### config.mk
export PLATFORM = sky130hd
export DESIGN_NAME = sha256_msg_padder
export DESIGN_NICKNAME = d
export VERILOG_FILES = /design/src/rtl/sha256_msg_padder.sv
export SDC_FILE = /design/constraint.sdc
export NUM_CORES = 1
export LEC_CHECK = 0
export ABC_AREA = 1
export ABC_CLOCK_PERIOD_IN_PS = 2600
export CAP_MARGIN = 20
export CORE_ASPECT_RATIO = 0.6
export CORE_MARGIN = 2
export CORE_UTILIZATION = 40
export CTS_BUF_LIST = sky130_fd_sc_hd__clkbuf_8 sky130_fd_sc_hd__clkbuf_16
export DETAILED_ROUTE_END_ITERATION = 10
export GPL_ROUTABILITY_DRIVEN = 0
export HOLD_SLACK_MARGIN = 0.08
export PLACE_DENSITY_LB_ADDON = 0.05
export SETUP_SLACK_MARGIN = 0.4
export SYNTH_ARGS = -nofsm -noshare
export SYNTH_HDL_FRONTEND = slang
export SYNTH_SLANG_ARGS = --single-unit
### constraint.sdc
create_clock -name clk -period 2.6 [get_ports clk]
set_input_delay 0.26 -clock clk [delete_from_list [all_inputs] [get_ports clk]]
set_output_delay 0.26 -clock clk [all_outputs]
set_load 0.005 [all_outputs]
### src/rtl/sha256_msg_padder.sv
// rtl/sha256_msg_padder.sv - byte-stream to SHA-256 block feeder with FIPS 180-4 padding
module sha256_msg_padder #(
    parameter int LEN_W = 64
) (
    input  logic        clk,
    input  logic        reset,
    input  logic [7:0]  in_data,
    input  logic        in_valid,
    input  logic        in_last,
    output logic        in_ready,
    input  logic        busy,
    output logic [31:0] data,
    output logic        write_enable,
    output logic        first_block,
    output logic        last_block,
    output logic        msg_done
);
    typedef enum logic [2:0] {IDLE, MSG, PAD80, ZERO, LEN_HI, LEN_LO} state_t;

    state_t           state_q;
    logic [31:0]      pack_q;
    logic [1:0]       byte_idx_q;
    logic [3:0]       gen_idx_q;
    logic [LEN_W-1:0] len_q;
    logic             first_pend_q;
    logic             ready_en_q;
    logic [31:0]      pw_q;
    logic             pw_valid_q, pw_first_q, pw_last_q;
    logic [31:0]      out_q;
    logic             out_valid_q, out_first_q, out_last_q;
    logic             msg_done_q;

    logic        pw_move, slot_ok, accept, first_now;
    logic [63:0] len64;
    logic [31:0] byte_word, pad_word, gen_word;
    logic        gen_en, gen_last;

    // Two-deep word pipeline: pending word (pw) feeds the output register,
    // so the packer keeps filling while the core drains.
    assign write_enable = out_valid_q & ~busy;
    assign pw_move      = pw_valid_q & (~out_valid_q | write_enable);
    assign slot_ok      = ~pw_valid_q | pw_move;
    assign in_ready     = ready_en_q & ((state_q == IDLE) | (state_q == MSG)) & slot_ok;
    assign accept       = in_valid & in_ready;
    assign first_now    = (state_q == IDLE) | first_pend_q;
    assign len64        = 64'(len_q);

    assign data        = out_q;
    assign first_block = out_first_q;
    assign last_block  = out_last_q;
    assign msg_done    = msg_done_q;

    always_comb begin
        byte_word = pack_q;
        case (byte_idx_q)
            2'd0:    byte_word[31:24] = in_data;
            2'd1:    byte_word[23:16] = in_data;
            2'd2:    byte_word[15:8]  = in_data;
            default: byte_word[7:0]   = in_data;
        endcase
        pad_word = byte_word;
        case (byte_idx_q)
            2'd0:    pad_word[23:16] = 8'h80;
            2'd1:    pad_word[15:8]  = 8'h80;
            2'd2:    pad_word[7:0]   = 8'h80;
            default: pad_word        = byte_word;
        endcase
    end

    always_comb begin
        gen_en   = 1'b0;
        gen_word = 32'h0;
        gen_last = 1'b0;
        case (state_q)
            IDLE, MSG: begin
                gen_en   = accept & (in_last | (byte_idx_q == 2'd3));
                gen_word = (byte_idx_q == 2'd3) ? byte_word : pad_word;
            end
            PAD80: begin
                gen_en   = slot_ok;
                gen_word = 32'h8000_0000;
            end
            ZERO:    gen_en = slot_ok & (gen_idx_q != 4'd14);
            LEN_HI: begin
                gen_en   = slot_ok;
                gen_word = len64[63:32];
            end
            LEN_LO: begin
                gen_en   = slot_ok;
                gen_word = len64[31:0];
                gen_last = 1'b1;
            end
            default: gen_en = 1'b0;
        endcase
    end

    always_ff @(posedge clk or negedge reset) begin
        if (!reset) begin
            state_q      <= IDLE;
            pack_q       <= 32'h0;
            byte_idx_q   <= 2'd0;
            gen_idx_q    <= 4'd0;
            len_q        <= '0;
            first_pend_q <= 1'b0;
            ready_en_q   <= 1'b0;
            pw_q         <= 32'h0;
            pw_valid_q   <= 1'b0;
            pw_first_q   <= 1'b0;
            pw_last_q    <= 1'b0;
            out_q        <= 32'h0;
            out_valid_q  <= 1'b0;
            out_first_q  <= 1'b0;
            out_last_q   <= 1'b0;
            msg_done_q   <= 1'b0;
        end else begin
            ready_en_q <= 1'b1;
            msg_done_q <= write_enable & out_last_q;
            if (write_enable) out_valid_q <= 1'b0;
            if (pw_move) begin
                out_q       <= pw_q;
                out_first_q <= pw_first_q;
                out_last_q  <= pw_last_q;
                out_valid_q <= 1'b1;
                pw_valid_q  <= 1'b0;
            end
            if (gen_en) begin
                pw_q       <= gen_word;
                pw_first_q <= first_now & ((state_q == IDLE) | (state_q == MSG));
                pw_last_q  <= gen_last;
                pw_valid_q <= 1'b1;
                gen_idx_q  <= gen_idx_q + 4'd1;
            end
            case (state_q)
                IDLE, MSG: if (accept) begin
                    len_q <= (state_q == IDLE) ? LEN_W'(8) : len_q + LEN_W'(8);
                    if (gen_en) begin
                        pack_q       <= 32'h0;
                        byte_idx_q   <= 2'd0;
                        first_pend_q <= 1'b0;
                        if (!in_last)                state_q <= MSG;
                        else if (byte_idx_q == 2'd3) state_q <= PAD80;
                        else                         state_q <= ZERO;
                    end else begin
                        pack_q       <= byte_word;
                        byte_idx_q   <= byte_idx_q + 2'd1;
                        first_pend_q <= first_now;
                        state_q      <= MSG;
                    end
                end
                PAD80:   if (gen_en) state_q <= ZERO;
                ZERO:    if (gen_idx_q == 4'd14) state_q <= LEN_HI;
                LEN_HI:  if (gen_en) state_q <= LEN_LO;
                LEN_LO:  if (gen_en) state_q <= IDLE;
                default: state_q <= IDLE;
            endcase
        end
    end
endmodule

==> insert_results.sql <==
INSERT INTO impl_metrics (metric_group, metric, value, unit) VALUES
('setup_path', 'worstPathMaxFanout', '13', ''),
('cells_and_area', 'finish.instance_area', '11300', 'um2'),
('clocking', 'worstSkewPairLatency', '0.46', 'ns'),
('cells_and_area', 'areaGrowthSynthToFinish', '17.9', '%'),
('power_and_ir_drop', 'power.ir.vdd_worst', '0.487', 'mV'),
('detailed_routing', 'routedWlPerCell', '18.7', 'um'),
('place', 'place.detailed.hpwl', '25200', 'um'),
('floorplan', 'area_enclosed_by_the_die_boundary', '25200', 'um2'),
('yosys', 'synth.yosys.seq_area_share', '45.9', '%'),
('timing', 'timing_worst_slew_pin_value', '0.575', 'ns'),
('flow_run', 'maxCapViolations', '0', ''),
('place', 'placed_area', '10600', 'um2'),
('timing', 'setup_viol', '0', ''),
('yosys', 'synthesis.nets', '1367', ''),
('timing', 'worst_clock_skew', '0.0179', 'ns'),
('clocking', 'tritoncts', 'built', ''),
('cells_and_area', 'fraction_of_layout_cells_with_a_size_suffix_above_1', '7.74', '%'),
('setup_path', 'cp.arrival', '2.48', 'ns'),
('cells_and_area', 'final_stage_net_count', '1429', ''),
('floorplan', 'core_area', '23200', 'um2'),
('setup_path', 'r2r_path_start', 'state_q[2]', ''),
('floorplan', 'placementRows', '43', ''),
('yosys', 'synth-seq-cells', '175', ''),
('clocking', 'cts.root.buffer_cell', 'sky130_fd_sc_hd__clkbuf_16', ''),
('yosys', 'yosysUniqueCellTypes', '41', ''),
('detailed_routing', 'drt_wl_total', '32400', 'um'),
('timing', 'tns', '0', 'ns'),
('yosys', 'synth_flop_cell', 'sky130_fd_sc_hd__dfrtp_1', ''),
('cells_and_area', 'seq_area', '4380', 'um2'),
('cells_and_area', 'number_of_filler_instances_in_the_final_layout', '2385', ''),
('cells_and_area', 'multi_input_area', '4300', 'um2'),
('yosys', 'synth.yosys.warnings', '0', ''),
('yosys', 'syn_inst', '1347', ''),
('timing', 'rsz0062_at_grt', 'true', ''),
('timing', 'final_min_period_over_clock_period', '80.6', '%'),
('run_status', 'result_of_the_run', 'completed', ''),
('grt', 'grt_max_degree', '62', ''),
('clocking', 'cts-buffers-inserted', '17', ''),
('detailed_routing', 'num_vias', '9082', ''),
('floorplan', 'io_pins', '50', ''),
('floorplan', 'die-height', '124', 'um'),
('power_and_ir_drop', 'power.density', '1020', 'nW/um2'),
('timing', 'final-max-slew-violation-count', '0', ''),
('setup_path', 'worst_ep_required_time', '2.99', 'ns'),
('timing', 'max_clock_freq', '0.477', 'GHz'),
('floorplan', 'start_util', '41.1', '%'),
('detailed_routing', 'drt_first_pass_iters', '6', ''),
('clocking', 'clock_pin_transition_on_the_worst_setup_and_hold_timing_paths', '0.07', 'ns'),
('power_and_ir_drop', 'pleak', '5.22', 'nW'),
('grt', 'grt_pass1_wl', '49900', 'um'),
('clocking', 'clkSinkCount', '175', ''),
('detailed_routing', 'route.detailed.vias_per_inst', '5.23', ''),
('grt', 'global_route.usage.total', '27.2', '%'),
('cells_and_area', 'mostFrequentLayoutCell', 'sky130_fd_sc_hd__nand2_1', ''),
('min_path', 'hold_path.class', 'primary input to asynchronous set/reset pin', ''),
('place', 'port_bufs', '49', ''),
('cells_and_area', 'final_cell_mix', '373 x sky130_fd_sc_hd__nand2_1, 184 x sky130_fd_sc_hd__o21ai_0, 180 x sky130_fd_sc_hd__inv_1', ''),
('floorplan', 'die-width', '203', 'um'),
('yosys', 'post_synth.cell_area_avg', '7.09', 'um2'),
('timing', 'period_minus_slack', '2.09', 'ns'),
('detailed_routing', 'dr.first_iter.drc_count', '983', ''),
('clocking', 'clock_path_buffers', '2', ''),
('setup_path', 'r2r_slack', '0.51', 'ns'),
('yosys', 'syn-cell-area', '9550', 'um2'),
('setup_path', 'worst-setup-path-type', 'flip-flop to flip-flop', ''),
('detailed_routing', 'drc_errors', '0', ''),
('timing', 'fin_hold_ws', '0.350', 'ns'),
('clocking', 'cts_setup_buffers', '0', ''),
('setup_path', 'startpoint_type', 'flip-flop', ''),
('setup_path', 'end_kind', 'flip-flop', ''),
('yosys', 'synth_async_sr_flop_share', '100', '%'),
('timing', 'slew_headroom', '61.3', '%'),
('cells_and_area', 'antennaDiodeCount', '0', ''),
('clocking', 'cts_max_level', '4', ''),
('grt', 'first_global_vias', '8181', ''),
('yosys', 'synth-edff-count', '0', ''),
('timing', 'timing.final.hold_violations', '0', ''),
('grt', 'grt_remaining_overflow', '0', ''),
('detailed_routing', 'ant_nets', '0', ''),
('grt', 'grt_antenna_before_repair', '0', ''),
('setup_path', 'worstSetupStartpoint', 'state_q[2]', '');
==> cell usage after synthesis (5+ instances only) <==
library cell	number	area (um2)
sky130_fd_sc_hd__nand2_1	376	1410
sky130_fd_sc_hd__o21ai_0	185	926
sky130_fd_sc_hd__inv_1	180	676
sky130_fd_sc_hd__dfrtp_1	175	4380
sky130_fd_sc_hd__nor2_1	174	653
sky130_fd_sc_hd__nand3_1	59	295
sky130_fd_sc_hd__a21oi_1	30	150
sky130_fd_sc_hd__clkbuf_1	23	86.3
sky130_fd_sc_hd__nand4_1	19	119
sky130_fd_sc_hd__o22ai_1	18	113
sky130_fd_sc_hd__buf_2	17	85.1
sky130_fd_sc_hd__nor3_1	16	80.1
sky130_fd_sc_hd__o21ai_1	13	65.1
sky130_fd_sc_hd__ha_1	7	87.6
sky130_fd_sc_hd__nor2_2	7	43.8
sky130_fd_sc_hd__nand2_2	6	37.5
sky130_fd_sc_hd__inv_2	5	18.8
==> layer usage <==
layer,GRT usage [%],vias up,wire length [um]
met5,0,-,0
met4,5.75,0,257
met3,9.18,17,3460
met2,33.1,383,11700
met1,44.1,4272,17000
li1,-,4410,-
==> per-stage QoR <==
step	instances	total power, mW	utilization, %	worst slack (ns)
after CTS	1736	11.4	48.3	0.440
after global placement	1704	8.62	45.6	0.235
after floorplan	1347	6.66	-	0.953
after global routing	1736	12.3	48.4	0.395
final	1736	11.5	48.4	0.505
after detailed placement	1704	8.66	45.6	0.177
==> final cells by class <==
class | count | share of cell area, %
inverter | 185 | 6.19
clock buffer | 20 | 4.15
sequential | 175 | 38.9
timing repair buffer | 88 | 7.68
multi-input combinational | 942 | 38.2
clock inverter | 11 | 1.37
tap | 315 | 3.50
==> critical path, stage by stage, from the launching register on <==
cell	delay, ns
sky130_fd_sc_hd__dfrtp_1	0.46
sky130_fd_sc_hd__nor2_4	0.16
sky130_fd_sc_hd__nand4_2	0.38
sky130_fd_sc_hd__buf_4	0.31
sky130_fd_sc_hd__buf_4	0.19
sky130_fd_sc_hd__nor3_1	0.26
sky130_fd_sc_hd__nand2_1	0.09
sky130_fd_sc_hd__nand2_1	0.07
sky130_fd_sc_hd__inv_1	0.04
sky130_fd_sc_hd__nor2_1	0.08
==> cells by family after synthesis <==
kind of cell / Yosys count / share of synthesized area, %
buf+inv: 230 / 9.42
simple gates: 670 / 29.0
flops: 175 / 45.9
other cells: 1 / 0.0393
fa+ha+maj: 7 / 0.917
mux: 3 / 0.354
xor+xnor: 4 / 0.367
compound gates: 257 / 14.0
==> timing repair <==
action | in CTS | in global routing
endpoints found under the hold margin | 57 | 0
hold buffers | 1 | 0
endpoints found under the setup margin | 2 | 20
gates resized for setup | 1 | 12
==> flip-flops by register name, indices dropped and copies added (netlist names), 2 cells and up <==
register and flops:
data 32, pack_q 32, len64 61, pw_q 32, gen_idx_q 4, state_q 3, byte_idx_q 2
==> path summary, 6_finish.rpt <==
check,to,depth (start not counted)
worst max-delay path,len64[50],9
worst min-delay path,data[8],2
worst max register to register,len64[50],9
worst min register to register,gen_idx_q[3],1
max in group asynchronous,len64[57],3
min in group clk,gen_idx_q[3],1
==> power breakdown <==
| part | leakage [nW] | total, mW | switching, mW | internal [mW] |
|---|---|---|---|---|
| sequential | 2.33 | 4.25 | 0.618 | 3.64 |
| combinational | 2.59 | 4.46 | 2.85 | 1.62 |
| clock | 0.299 | 2.75 | 1.15 | 1.59 |
| total | 5.22 | 11.5 | 4.62 | 6.84 |
(Power assumes the default switching activity.)
